[config.mk]
export PLATFORM = sky130hd
export DESIGN_NAME = pipelined_adder
export DESIGN_NICKNAME = d
export VERILOG_FILES = /design/src/rtl/pipelined_adder.sv
export SDC_FILE = /design/constraint.sdc
export NUM_CORES = 1
export LEC_CHECK = 0
export CORE_MARGIN = 4
export CORE_UTILIZATION = 35
export DETAILED_ROUTE_END_ITERATION = 10
export PLACE_DENSITY = 0.58
export SKIP_LAST_GASP = 1
export SYNTH_ARGS = -nofsm -noshare
export SYNTH_HDL_FRONTEND = slang
export SYNTH_SLANG_ARGS = --single-unit
[constraint.sdc]
create_clock -name clk -period 1.95 [get_ports clk]
set_clock_uncertainty 0.15 [all_clocks]
set_input_delay 0.39 -clock clk [delete_from_list [all_inputs] [get_ports clk]]
set_output_delay 0.39 -clock clk [all_outputs]
set_load 0.02 [all_outputs]
[src/rtl/pipelined_adder.sv]
// Pipelined ripple-chunk adder with valid/ready handshake.
// The WIDTH-bit add is cut into STAGES chunks of WIDTH/STAGES bits; each stage
// adds one chunk plus the registered carry from the previous stage, and the
// not-yet-added operand chunks plus the finished sum chunks ride along with
// their transaction.  The whole pipe advances together or holds together.
//
// Ports:
//   clk, rst_n          clock, asynchronous active-low reset
//   in_valid/in_ready   input handshake for a, b, cin
//   a, b, cin           operands and carry-in
//   out_valid/out_ready output handshake for sum, carry, ovf
//   sum                 (a + b + cin) mod 2^WIDTH
//   carry               carry out of the MSB
//   ovf                 carry (SIGNED=0) or two's-complement overflow (SIGNED=1)
module pipelined_adder #(
    parameter int unsigned WIDTH  = 8,
    parameter int unsigned STAGES = 2,
    parameter int unsigned SIGNED = 0
) (
    input  logic             clk,
    input  logic             rst_n,
    input  logic             in_valid,
    output logic             in_ready,
    input  logic [WIDTH-1:0] a,
    input  logic [WIDTH-1:0] b,
    input  logic             cin,
    output logic             out_valid,
    input  logic             out_ready,
    output logic [WIDTH-1:0] sum,
    output logic             carry,
    output logic             ovf
);

    localparam int unsigned CW = WIDTH / STAGES;

    // Whole-pipe advance: output slot is either empty or being drained.
    logic advance;
    assign advance  = out_ready || !out_valid;
    assign in_ready = advance;

    for (genvar k = 0; k < STAGES; k++) begin : g_stage
        localparam int unsigned RW = WIDTH - k * CW;   // operand bits still to add
        localparam int unsigned DW = (k + 1) * CW;     // sum bits complete after this stage

        logic [RW-1:0] a_in;
        logic [RW-1:0] b_in;
        logic          c_in;
        logic          v_in;
        logic [CW:0]   add;
        logic [DW-1:0] s_new;

        // Stage source: module inputs for stage 0, previous stage register otherwise.
        if (k == 0) begin : g_src
            assign a_in  = a;
            assign b_in  = b;
            assign c_in  = cin;
            assign v_in  = in_valid;
            assign s_new = add[CW-1:0];
        end else begin : g_src
            assign a_in  = g_stage[k-1].g_reg.a_q;
            assign b_in  = g_stage[k-1].g_reg.b_q;
            assign c_in  = g_stage[k-1].g_reg.c_q;
            assign v_in  = g_stage[k-1].g_reg.v_q;
            assign s_new = {add[CW-1:0], g_stage[k-1].g_reg.s_q};
        end

        // One chunk add: lowest remaining operand chunk plus incoming carry.
        assign add = {1'b0, a_in[CW-1:0]} + {1'b0, b_in[CW-1:0]} + {{CW{1'b0}}, c_in};

        if (k < STAGES - 1) begin : g_reg
            logic [RW-CW-1:0] a_q;
            logic [RW-CW-1:0] b_q;
            logic [DW-1:0]    s_q;
            logic             c_q;
            logic             v_q;

            // Intermediate stage register: drop consumed chunk, keep the rest.
            always_ff @(posedge clk or negedge rst_n) begin
                if (!rst_n) begin
                    a_q <= '0;
                    b_q <= '0;
                    s_q <= '0;
                    c_q <= 1'b0;
                    v_q <= 1'b0;
                end else if (advance) begin
                    a_q <= a_in[RW-1:CW];
                    b_q <= b_in[RW-1:CW];
                    s_q <= s_new;
                    c_q <= add[CW];
                    v_q <= v_in;
                end
            end
        end else begin : g_out
            logic ovf_new;

            // Carry into the MSB equals a_msb ^ b_msb ^ sum_msb; xor with carry-out
            // gives signed overflow without a separate partial add.
            assign ovf_new = (SIGNED != 0) ?
                             (a_in[RW-1] ^ b_in[RW-1] ^ add[CW-1] ^ add[CW]) :
                             add[CW];

            // Output register: final chunk, carry and overflow.
            always_ff @(posedge clk or negedge rst_n) begin
                if (!rst_n) begin
                    sum       <= '0;
                    carry     <= 1'b0;
                    ovf       <= 1'b0;
                    out_valid <= 1'b0;
                end else if (advance) begin
                    sum       <= s_new;
                    carry     <= add[CW];
                    ovf       <= ovf_new;
                    out_valid <= v_in;
                end
            end
        end
    end

endmodule

==> metrics.txt <==
placed inst area=0.00155 mm²; io pins=33; most frequent cells in the layout=45 x nand2_1, 31 x clkdlybuf4s50_1, 24 x dfrtp_1, 8 x inv_1; min cycle time layout=1.88 ns; Syn Area/Cell=about 9.8 µm²; H-tree Lvls=1; Ant. Diodes=0; Sw Ratio=33.0%; CP Class=in -> out; routed len/inst=10.7 µm; post-synthesis cell type count=19; Setup crit start kind=input pin; Row Count=20; antenna viol nets, final=0; final instance area=0.00158 mm²; Synth area leaders=dfrtp_1 50%, nand2_1 14%, fa_1 6.7%; Netlist Area Pre-Place=0.00120 mm²; Clock Power Share=between 10% and 20%; CP endpoint kind=primary output; sequential share of power=44.9%; final wirelength=2150 µm; global route total overflow=0; via count of the routed design=881; crit path max fanout=2; drt via density=4.38; Die Y-Extent=66.6 µm; Die W=66.6 µm; IO Port Bufs=32; Hold Crit Class=in -> async; Comb power frac=37.6%; most common cell after layout, fill and taps aside=nand2_1; number of global-route vias before repair=897; Max VDD drop=0.000386 V; 1st-pass router iterations=3; CP max stage cell=clkdlybuf4s50_1; Final Max Tran Viols=0; Worst slew margin=79.4%; Post-CTS Setup Repair Bufs=0; slowest stage delay, CP=0.44 ns; Leakage=between 0.7 and 0.8 nW; Critical path buffers and inverters=3; largest net degree at the start of global routing=27; core footprint=0.00315 mm²; Critical Path AT=1.34 ns; TritonCTS Buffers=3; drt initial violations=35; top cell type by total area after synthesis=dfrtp_1; top cell type's share of synthesized area=50.1%; layout cells sized above 1=9.55%; final setup fails=0; routability cong.=0.734; Root Driver=clkbuf_4; switching power=492 µW; CP cell instances=clkdlybuf4s50_1 > nor2b_4 > inv_4 > dlygate4sd2_1; die footprint=0.00443 mm²; nets=roughly 190; Skew-Pair Late Insertion Delay=a little over 0.3 ns; Internal=999 µW; Overall Power=1.49 mW; top cell family by delay on the critical path=buffers and inverters; initial antenna violation count=0; Least-Margin Pin Slew=0.309 ns; Synth Warn #=0; sequential-to-total area share from yosys stat=roughly half; PwrDens=roughly 940 mW/mm²; Syn Inst Count=123; CTS max path bufs=2; CP Data Required Time=roughly 1.4 ns; Post-Syn Nets=154; Tcrit/Tclk final=96.5%; CTS tree=built; hpwl dp=1650 µm; Layout area overhead=32.0%; first-pass GRT wire length=3780 µm; DRC=0; run status=finished, final reports clean; Initial Util=38.1%; #FFs+latches synth=24; GRT Overall Usage=11.0%; fmax=approximately 530 MHz; clk sinks=24; final hold slack=0.269 ns; unrepaired setup endpoints after global routing=no; Clock Pin Slew Worst Setup and Hold Paths=0.13 ns; # Max-Cap Violations=0; Fin. Hold Viols=0
power by group through the flow:
stage	clock network [mW]	registers, mW	logic, mW
4_1_cts	0.277	0.673	0.572
5_1_grt	0.299	0.689	0.616
3_3_place_gp	0	0.679	0.566
6_report	0.261	0.670	0.560
3_5_place_dp	0	0.684	0.572
2_1_floorplan	0	0.761	0.255
metrics by stage:
step / setup TNS [ns] / std cells / setup slack (ns) / utilization, %
finish: 0 / 201 / 0.0678 / 50.2
global route: 0 / 201 / 0.0204 / 50.2
CTS: 0 / 201 / 0.0588 / 50.2
detailed placement: -0.899 / 197 / -0.192 / 49.1
global placement: -0.776 / 197 / -0.204 / 49.1
floorplan: 0 / 123 / 0.324 / -
timing repair:
item                       4_1_cts  5_1_grt
hold buffers                     0        0
resized for setup                1        0
setup endpoints to repair        1        0
synthesized netlist by cell type:
library cell,instances
nor2b_4,1
a21oi_1,2
nor2_1,6
o21ai_0,6
a21oi_2,4
nand2b_1,1
nor2b_1,2
nand2_1,45
inv_4,1
o21ai_1,2
o21ai_2,2
dfrtp_1,24
inv_1,8
a21o_1,2
buf_4,2
buf_6,3
ha_1,6
fa_1,4
xor2_1,2
metal layers:
| metal | share of wire, % | wire, µm | global-route usage [%] | up-vias |
|---|---|---|---|---|
| met5 | 0 | 0 | 0 | - |
| met4 | 1.3 | 27 | 5.33 | 0 |
| met3 | 4.8 | 104 | 1.69 | 2 |
| met2 | 48 | 1040 | 18.8 | 20 |
| met1 | 46 | 979 | 13.4 | 409 |
| li1 | - | - | - | 450 |
cell type report:
class	instances	area (µm²)
Sequential cell	24	601
Multi-Input combinational cell	85	514
Tap cell	44	55.1
Clock buffer	4	36.3
Fill cell	322	1570
Timing Repair Buffer	35	342
Inverter	9	36.3
state kept, by name (all words and copies together), names as in the netlist:
signal and flops:
g_stage.g_reg.b_q 4, sum 8, g_stage.g_reg.a_q 4, out_valid 1, g_stage.g_reg.s_q 4, g_stage.g_reg.v_q 1
carry 1, g_stage.g_reg.c_q 1
logic make-up (layout without fill, tap and decap cells):
group	Yosys count	after routing	share of synthesized area, %
xor gates and xnor gates	2	2	1.46
DFF	24	24	50.1
and+or+nand+nor	55	55	18.7
AOI/OAI and AO/OA	18	18	9.80
buffers and inverters	14	48	7.09
adders and majority gates	10	10	12.9
worst paths after layout:
check	cells past startpoint	slack, ns	end	start
max	4	0.07	in_ready	out_ready
min	2	0.27	carry	rst_n
max reg2reg	4	0.25	sum[5]	g_stage[0].g_reg.a_q[0]
min reg2reg	1	0.32	out_valid	g_stage[0].g_reg.v_q
max in group asynchronous	2	1.14	g_stage[0].g_reg.b_q[0]	rst_n
min in group clk	1	0.32	out_valid	g_stage[0].g_reg.v_q
worst reg2reg max path, stage by stage (launching register included):
cell	delay (ns)
dfrtp_1	0.42
fa_1	0.45
inv_1	0.09
fa_1	0.42
a21oi_2	0.12
No activity file was read; power rests on OpenSTA's default activity.
